File: src/rtl/writeback_arbiter_pkg.sv
// rtl/writeback_arbiter_pkg.sv - shared constants and types for the writeback arbiter
package writeback_arbiter_pkg;

  localparam int ROB_INDEX_BIT_DEF = 4;
  localparam int WB_FIFO_DEPTH_DEF = 4;
  localparam int RESULT_W          = 32;

  typedef enum logic {
    SRC_ALU = 1'b0,
    SRC_LSB = 1'b1
  } wb_src_e;

endpackage

File: src/rtl/wb_fifo.sv
// rtl/wb_fifo.sv - per-source result FIFO with registered almost-full stall and drop pulse
module wb_fifo #(
  parameter int DEPTH = 4,
  parameter int WIDTH = 36
) (
  input  logic             clk_in,
  input  logic             rst_in,
  input  logic             rdy_in,
  input  logic             clear,
  input  logic             push,
  input  logic [WIDTH-1:0] push_data,
  input  logic             pop,
  output logic [WIDTH-1:0] head,
  output logic             not_empty,
  output logic             stall,
  output logic             drop
);

  localparam int AW = $clog2(DEPTH);

  logic [WIDTH-1:0] mem [DEPTH];
  logic [AW-1:0]    rd_ptr;
  logic [AW-1:0]    wr_ptr;
  logic [AW:0]      count;
  logic [AW:0]      count_next;
  logic             full;
  logic             accept;
  logic             do_push;
  logic             do_pop;

  assign accept    = rdy_in & ~clear;
  assign not_empty = (count != '0);
  assign full      = (count == (AW+1)'(DEPTH));
  assign head      = mem[rd_ptr];

  // A full FIFO still accepts a push when the same cycle pops it.
  assign do_pop  = accept & pop & not_empty;
  assign do_push = accept & push & (~full | do_pop);
  assign drop    = accept & push & full & ~do_pop;

  always_comb begin
    count_next = count;
    if (do_push && !do_pop) begin
      count_next = count + 1'b1;
    end else if (!do_push && do_pop) begin
      count_next = count - 1'b1;
    end
    if (clear) begin
      count_next = '0;
    end
  end

  always_ff @(posedge clk_in) begin
    if (do_push) begin
      mem[wr_ptr] <= push_data;
    end
  end

  always_ff @(posedge clk_in or negedge rst_in) begin
    if (!rst_in) begin
      rd_ptr <= '0;
      wr_ptr <= '0;
      count  <= '0;
      stall  <= 1'b0;
    end else if (clear) begin
      rd_ptr <= '0;
      wr_ptr <= '0;
      count  <= '0;
      stall  <= 1'b0;
    end else if (rdy_in) begin
      if (do_push) begin
        wr_ptr <= wr_ptr + 1'b1;
      end
      if (do_pop) begin
        rd_ptr <= rd_ptr + 1'b1;
      end
      count <= count_next;
      stall <= (count_next >= (AW+1)'(DEPTH - 1));
    end
  end

endmodule

File: src/rtl/writeback_arbiter.sv
// rtl/writeback_arbiter.sv - round-robin merge of ALU and LSB results onto a registered CDB
module writeback_arbiter
  import writeback_arbiter_pkg::*;
#(
  parameter int WB_FIFO_DEPTH = WB_FIFO_DEPTH_DEF,
  parameter int ROB_INDEX_BIT = ROB_INDEX_BIT_DEF
) (
  input  logic                     clk_in,
  input  logic                     rst_in,
  input  logic                     rdy_in,
  input  logic                     clear,
  input  logic                     alu_ready,
  input  logic [ROB_INDEX_BIT-1:0] alu_rob_id,
  input  logic [RESULT_W-1:0]      alu_result,
  input  logic                     lsb_ready,
  input  logic [ROB_INDEX_BIT-1:0] lsb_rob_id,
  input  logic [RESULT_W-1:0]      lsb_result,
  output logic                     alu_stall,
  output logic                     lsb_stall,
  output logic                     cdb_req,
  output logic [ROB_INDEX_BIT-1:0] cdb_rob_id,
  output logic [RESULT_W-1:0]      cdb_val,
  output logic                     overflow
);

  localparam int EW = ROB_INDEX_BIT + RESULT_W;

  logic [EW-1:0] alu_head;
  logic [EW-1:0] lsb_head;
  logic          alu_ne;
  logic          lsb_ne;
  logic          alu_drop;
  logic          lsb_drop;
  logic          grant_alu;
  logic          grant_lsb;
  wb_src_e       last_grant;

  wb_fifo #(.DEPTH(WB_FIFO_DEPTH), .WIDTH(EW)) u_alu_fifo (
    .clk_in    (clk_in),
    .rst_in    (rst_in),
    .rdy_in    (rdy_in),
    .clear     (clear),
    .push      (alu_ready),
    .push_data ({alu_rob_id, alu_result}),
    .pop       (grant_alu),
    .head      (alu_head),
    .not_empty (alu_ne),
    .stall     (alu_stall),
    .drop      (alu_drop)
  );

  wb_fifo #(.DEPTH(WB_FIFO_DEPTH), .WIDTH(EW)) u_lsb_fifo (
    .clk_in    (clk_in),
    .rst_in    (rst_in),
    .rdy_in    (rdy_in),
    .clear     (clear),
    .push      (lsb_ready),
    .push_data ({lsb_rob_id, lsb_result}),
    .pop       (grant_lsb),
    .head      (lsb_head),
    .not_empty (lsb_ne),
    .stall     (lsb_stall),
    .drop      (lsb_drop)
  );

  // On a tie the source that did not win last time goes first.
  always_comb begin
    grant_alu = alu_ne && (!lsb_ne || (last_grant == SRC_LSB));
    grant_lsb = lsb_ne && !grant_alu;
  end

  always_ff @(posedge clk_in or negedge rst_in) begin
    if (!rst_in) begin
      cdb_req    <= 1'b0;
      cdb_rob_id <= '0;
      cdb_val    <= '0;
      overflow   <= 1'b0;
      last_grant <= SRC_LSB;
    end else begin
      if (alu_drop || lsb_drop) begin
        overflow <= 1'b1;
      end
      if (clear) begin
        cdb_req <= 1'b0;
      end else if (rdy_in) begin
        cdb_req <= grant_alu | grant_lsb;
        if (grant_alu) begin
          {cdb_rob_id, cdb_val} <= alu_head;
          last_grant            <= SRC_ALU;
        end else if (grant_lsb) begin
          {cdb_rob_id, cdb_val} <= lsb_head;
          last_grant            <= SRC_LSB;
        end
      end
    end
  end

endmodule

File: config.mk
export PLATFORM = sky130hd
export DESIGN_NAME = writeback_arbiter
export DESIGN_NICKNAME = d
export VERILOG_FILES = /design/src/rtl/writeback_arbiter_pkg.sv /design/src/rtl/wb_fifo.sv /design/src/rtl/writeback_arbiter.sv
export SDC_FILE = /design/constraint.sdc
export NUM_CORES = 1
export LEC_CHECK = 0
export BUFFER_PORTS_ARGS = -buffer_cell sky130_fd_sc_hd__buf_4
export CORE_UTILIZATION = 52
export DETAILED_ROUTE_END_ITERATION = 6
export PLACE_DENSITY = 0.75
export SLEW_MARGIN = 0
export SYNTH_ARGS = -nofsm -noshare
export SYNTH_HDL_FRONTEND = slang
export SYNTH_SLANG_ARGS = --single-unit
File: constraint.sdc
create_clock -name clk_in -period 2.7 [get_ports clk_in]
set_input_delay 0.405 -clock clk_in [delete_from_list [all_inputs] [get_ports clk_in]]
set_output_delay 0.405 -clock clk_in [all_outputs]
set_load 0.005 [all_outputs]
### Word level (Yosys, flattened, before mapping)

Memories as Yosys holds them, arrays and structs flattened.
Index checks and enable logic that the tools add are counted.

* bits in registers: 55
* memories: 2
* memory bits (writable): 288
* logic and storage cells: 113

* muxes and demuxes: 38
* bitwise operators: 21
* equality and inequality tests: 2
* order comparisons: 2
* $add $sub $neg: 8
* reduce and logical (&&, ||, !) cells: 27

Memories
* u_alu_fifo.mem: depth 4, bits a word 36, rd ports 1, clocked after memory_dff 0, wr ports 1, line wb_fifo.sv:21 `logic [WIDTH-1:0] mem [DEPTH];`
* u_lsb_fifo.mem: depth 4, bits a word 36, rd ports 1, clocked after memory_dff 0, wr ports 1, line wb_fifo.sv:21

Operator list (count)
* 32-bit 2-to-1 mux: 2
* 3-bit 2-to-1 mux: 10
* 2-bit 2-to-1 mux: 12
* 1-bit bitwise AND: 13
* 1-bit 2-to-1 mux: 12
* 2-bit nonzero test: 6
* 2-bit by 1-bit adder with 2-bit output, second input constant: 4
* 4-bit 2-to-1 mux: 2
* 2-bit AND reduction: 4
* 3-bit by 1-bit adder with 3-bit output, second input constant: 2
* 3-bit == test, second input constant: 2
* 3-bit by 2-bit greater-or-equal comparator with 1-bit output, second input constant: 2
* 1-bit logical AND: 6
* 1-bit logical NOT: 6
* 3-bit nonzero test: 2
* 3-bit by 1-bit subtractor with 3-bit output, second input constant: 2
* 1-bit NOT: 5
* 1-bit OR: 3
* 3-bit AND reduction: 1
* 1-bit logical OR: 2

### Depth between registers and ports, before layout

* word-level depth: 18
* depth in mapped cells: 9

### Cells and area by module

A second synthesis with hierarchy kept.

* cells, all modules: 740
* area, all modules: 13596.8 um^2

By module, submodules not included
* wb_fifo (u_alu_fifo): cells an instance 261, times used 1, area an instance 5829.3 um^2
* wb_fifo (u_lsb_fifo): cells an instance 256, times used 1, area an instance 5798.1 um^2
* writeback_arbiter: cells an instance 223, times used 1, area an instance 1969.4 um^2

### Worst setup path after synthesis

No wires, ideal clock.

* kind: reg2reg
* from: reg u_alu_fifo.count[1]
* to: mem u_lsb_fifo.mem[0][0], enable pin
* setup time: 0.397 ns
* buffers on the path: 1
* cell stages (with the launch flop): 7
* arrival time: 2.253 ns
* slack: 0.051 ns
* period minus slack after synthesis: 2.649 ns
* cell sequence: dfrtp_1 inv_1 ha_1 nor2b_4 o311a_1 buf_2 and2_1

* cells in the longest elaborated chain, start to end: 10

RTL lines
* from (decl): line wb_fifo.sv:24 `logic [AW:0] count;`
* from (signal assigned): line wb_fifo.sv:77 `count <= count_next;`
* 3-bit nonzero test: line wb_fifo.sv:32 `assign not_empty = (count != '0);`
* 1-bit logical AND: line writeback_arbiter.sv:68 `grant_alu = alu_ne && (!lsb_ne || (last_grant == SRC_LSB));`
* 1-bit logical NOT: line writeback_arbiter.sv:69 `grant_lsb = lsb_ne && !grant_alu;`
* 1-bit logical AND: line writeback_arbiter.sv:69
* 1-bit bitwise AND (2 in series): line wb_fifo.sv:37 `assign do_pop = accept & pop & not_empty;`
* 1-bit OR: line wb_fifo.sv:38 `assign do_push = accept & push & (~full | do_pop);`
* 1-bit bitwise AND: line wb_fifo.sv:38
* 1-bit 2-to-1 mux: line wb_fifo.sv:54 `if (do_push) begin`
* 1-bit 2-to-1 mux (not written as such): line wb_fifo.sv:55 `mem[wr_ptr] <= push_data;`
* to (decl): line wb_fifo.sv:21

Every way passes these cells.

### Final worst setup path

* from: reg u_alu_fifo.count[1]
* to: mem u_lsb_fifo.mem[2][19], enable pin

The elaborated chain is that of the path after synthesis.

==> flow_summary.json <==
{
  "grt_antenna_before_repair": 0,
  "drt-wirelength-per-cell_um": 23.4,
  "fin_nets": 921,
  "insertion_delay_ps": 510,
  "core_mm2": 0.0252,
  "vias_per_cell": 5.76,
  "yosys_warnings": 0,
  "timing.clock.skew_ps": 18.8,
  "clk_pin_slew_worst_paths_ps": 60,
  "ys_seq_area_share_pct": 75.0,
  "tritoncts": "done",
  "synth_simple_gate_area_share_pct": 3.28,
  "cts_buffers": 35,
  "worst_ep_required_time_ps": 2880,
  "fmax_ghz": 0.428,
  "main_flop_type_after_synthesis": "sky130_fd_sc_hd__edfxtp_1",
  "power_internal_w": 0.0103,
  "fillcell_total": 1674,
  "worst_hold_path_type": "in -> async",
  "synth_area_mm2": 0.0134,
  "crit_chain": "inv_1 -> ha_1 -> nor2b_4 -> o311a_1 -> and2_2 -> buf_12",
  "syn_avg_cell_area_um2": 19.6,
  "timing.critical_path.arrival_ps": 2520,
  "setup_viol": 0,
  "globalplace.congestion": 0.769,
  "kind_of_start_point_of_the_critical_path": "flip-flop",
  "sequential_cell_area_mm2": 0.0100,
  "final_util_pct": 63.5,
  "worstMarginPinSlew_ps": 826,
  "design.die.area_mm2": 0.0264,
  "track_usage_pct": 21.9,
  "initial_core_util_pct": 53.1,
  "clock_power_share_pct": 35.0,
  "synth_compound_area_share_pct": 3.28,
  "port_buffers": 117,
  "synthArstFlopShare_pct": 16.0,
  "syn-num-nets": 776,
  "largest_family_of_logic_cells_by_synthesized_area": "multiplexers",
  "highest_fanout_seen_on_the_critical_path": 36,
  "switchingPower_w": 0.00334,
  "initialDrtViolationCount": 476,
  "power_switching_share_pct": 24.5,
  "hold_viol": 0,
  "clock_tree.root_cell": "sky130_fd_sc_hd__clkbuf_16",
  "outcome": "finished clean",
  "grt_start_max_net_pins": 56,
  "ir_drop_mv": 0.599,
  "synth_xor_xnor_area_share_pct": 0.393,
  "grt_overflow_total": 0,
  "post_cts.repair.setup_buffers": 0,
  "die-width_um": 162,
  "first_global_vias": 7387,
  "slew_viol_final": 0,
  "detailedRoute.firstPassIterationCount": 5,
  "multiInputGateArea_mm2": 0.00316,
  "dr_total_vias": 6818,
  "max_cap_viol_count": 0,
  "yosys.cell_types.count": 50,
  "final_min_period_over_clock_period_pct": 86.6,
  "fin_setup_tns_ps": 0,
  "antenna_cells_inserted": 0,
  "drt_drc_violations_left": 0,
  "clock_tree.htree_level_count": 2,
  "cpLargestDelayFamily": "simple AND/OR/NAND/NOR gates",
  "postCtsHoldBufs": 0,
  "rsz0062_at_grt": "no",
  "synth-adder-area-share_pct": 1.31,
  "sequentialPowerShare_pct": 47.2,
  "period_minus_slack_ps": 2340,
  "synth.area.mux_share_pct": 15.1,
  "synth-edff-count": 288,
  "post_route_cells_drive_above_1_share_pct": 33.2,
  "timing.critical_path.to_type": "flip-flop",
  "cts.path.max_buffers": 3,
  "cellLeakagePower_nw": 5.73,
  "chipHeight_um": 162,
  "path_class": "reg -> reg",
  "fin_worst_hold_slack_ps": 13.3,
  "area_growth_syn_to_layout_pct": 19.6,
  "std_cell_rows": 58,
  "dp.final_hpwl_um": 17200,
  "wl_um": 27700,
  "cp_slowest_stage_delay_ps": 400,
  "critical-path-slowest-cell": "sky130_fd_sc_hd__dfrtp_1",
  "cts-resized-gates": 0,
  "top_level_ports": 118,
  "synth_cells": 684,
  "cts.sinks": 343,
  "drt.antenna.violating_nets": 0,
  "slew_hr_pct": 44.9,
  "power_per_cell_area_mw_per_mm2": 854,
  "wire_length_of_the_first_global_routing_pass_um": 42400,
  "pwr-share-comb_pct": 17.8,
  "timing.critical_path.buf_inv": 2,
  "synth-seq-cells": 343
}
-- logic make-up (layout without fill, tap and decap cells) --
kind of cell             Yosys count  count (layout)
XOR/XNOR                           6               6
flip-flops                       343             343
adder cells (fa/ha/maj)           14              14
AO/OA/AOI/OAI                     72              72
AND/OR/NAND/NOR                   92              92
multiplexers                     112             112
buffers and inverters             45             214
-- worst reg2reg max path: cells and delay by family, from the launching register on --
kind                       cells  cell delay, ps
AOI/OAI and AO/OA              1             380
and+or+nand+nor                2             510
adders and majority gates      1             340
DFF                            1             400
buffers and inverters          2             390
-- registers in the layout (all words and copies together), names as in the netlist --
signal	flops
cdb_rob_id	4
cdb_val	32
u_alu_fifo.wr_ptr	2
cdb_req	1
u_alu_fifo.count	3
u_lsb_fifo.stall	1
u_lsb_fifo.wr_ptr	2
u_lsb_fifo.rd_ptr	2
u_alu_fifo.stall	1
u_lsb_fifo.count	3
u_alu_fifo.rd_ptr	2
last_grant	1
u_alu_fifo.mem	144
u_lsb_fifo.mem	144
overflow	1
-- layout by cell type, fill, tap and decap left out, drive strengths merged, types with 3 or more instances in the layout --
| master | count |
|---|---|
| edfxtp | 288 |
| buf | 142 |
| mux4 | 72 |
| dfrtp | 54 |
| nand2 | 50 |
| o21ai | 44 |
| clkbuf | 44 |
| mux2i | 38 |
| ha | 14 |
| nor2 | 13 |
| inv | 12 |
| clkinv | 11 |
| and2 | 8 |
| a21oi | 6 |
| bufinv | 5 |
| nand2b | 5 |
| nor2b | 4 |
| a211oi | 4 |
| xnor2 | 3 |
| o31ai | 3 |
| xor2 | 3 |
| nand3 | 3 |
-- worst paths after layout --
| kind | startpoint | to | slack (ps) | cells past startpoint |
|---|---|---|---|---|
| min in group clk_in | alu_result[22] | u_alu_fifo.mem[2][22]$_DFFE_PP_ | 100 | 1 |
| max | u_alu_fifo.count[1]$_DFFE_PN0P_ | u_lsb_fifo.mem[2][19]$_DFFE_PP_ | 360 | 6 |
| max in group asynchronous | rst_in | u_lsb_fifo.rd_ptr[1]$_DFFE_PN0P_ | 2110 | 1 |
| min reg2reg | cdb_val[8]$_DFFE_PN0P_ | cdb_val[8]$_DFFE_PN0P_ | 480 | 2 |
| min | rst_in | cdb_req$_DFFE_PN0P_ | 10 | 1 |
| max reg2reg | u_alu_fifo.count[1]$_DFFE_PN0P_ | u_lsb_fifo.mem[2][19]$_DFFE_PP_ | 360 | 6 |
-- synthesized netlist by cell type, types with 3 or more instances --
| cell type | number | share of area, % |
|---|---|---|
| sky130_fd_sc_hd__edfxtp_1 | 288 | 65 |
| sky130_fd_sc_hd__dfrtp_1 | 54 | 10 |
| sky130_fd_sc_hd__o21ai_0 | 44 | 1.6 |
| sky130_fd_sc_hd__buf_2 | 11 | 0.41 |
| sky130_fd_sc_hd__clkbuf_1 | 13 | 0.36 |
| sky130_fd_sc_hd__mux2i_1 | 38 | 2.8 |
| sky130_fd_sc_hd__nor2_1 | 13 | 0.36 |
| sky130_fd_sc_hd__nand2_1 | 50 | 1.4 |
| sky130_fd_sc_hd__mux4_2 | 72 | 12 |
| sky130_fd_sc_hd__o31ai_1 | 3 | 0.17 |
| sky130_fd_sc_hd__nor2b_1 | 3 | 0.14 |
| sky130_fd_sc_hd__nand3_1 | 3 | 0.11 |
| sky130_fd_sc_hd__inv_1 | 11 | 0.31 |
| sky130_fd_sc_hd__and2_1 | 8 | 0.37 |
| sky130_fd_sc_hd__a211oi_1 | 3 | 0.17 |
| sky130_fd_sc_hd__a21oi_1 | 6 | 0.22 |
| sky130_fd_sc_hd__xnor2_1 | 3 | 0.20 |
| sky130_fd_sc_hd__buf_4 | 6 | 0.34 |
| sky130_fd_sc_hd__ha_1 | 14 | 1.3 |
| sky130_fd_sc_hd__xor2_1 | 3 | 0.20 |
| sky130_fd_sc_hd__nand2b_1 | 3 | 0.14 |
-- per-layer routing --
layer	vias up	track usage (%)	part of all wire, %
met5	-	0	0
met4	0	5.49	1.9
met3	40	4.15	6.0
met2	252	36.8	50
met1	3538	29.6	42
li1	2988	-	-
-- per-stage QoR --
step           total power (W)  cell area [um2]  std cells  setup slack (ps)
2_1_floorplan          0.00794            13400        684              50.5
3_3_place_gp           0.00892            14900       1122               478
3_5_place_dp           0.00900            14900       1122               391
4_1_cts                 0.0138            16000       1183               376
5_1_grt                 0.0142            16000       1183               206
6_report                0.0137            16000       1183               361
-- final cells by class --
| cell class | instances | share of cell area, % |
|---|---|---|
| Clock inverter | 17 | 1.28 |
| Tap cell | 330 | 2.58 |
| Inverter | 11 | 0.258 |
| Sequential cell | 343 | 62.7 |
| Multi-Input combinational cell | 296 | 19.8 |
| Clock buffer | 44 | 5.81 |
| Timing Repair Buffer | 142 | 7.60 |
-- power groups by stage --
stage | clock network [W] | logic [W] | registers (W)
2_1_floorplan | 0 | 0.00152 | 0.00641
3_3_place_gp | 0 | 0.00240 | 0.00653
3_5_place_dp | 0 | 0.00245 | 0.00655
4_1_cts | 0.00485 | 0.00247 | 0.00645
5_1_grt | 0.00503 | 0.00267 | 0.00649
6_report | 0.00478 | 0.00244 | 0.00644
(Power assumes the default switching activity.)
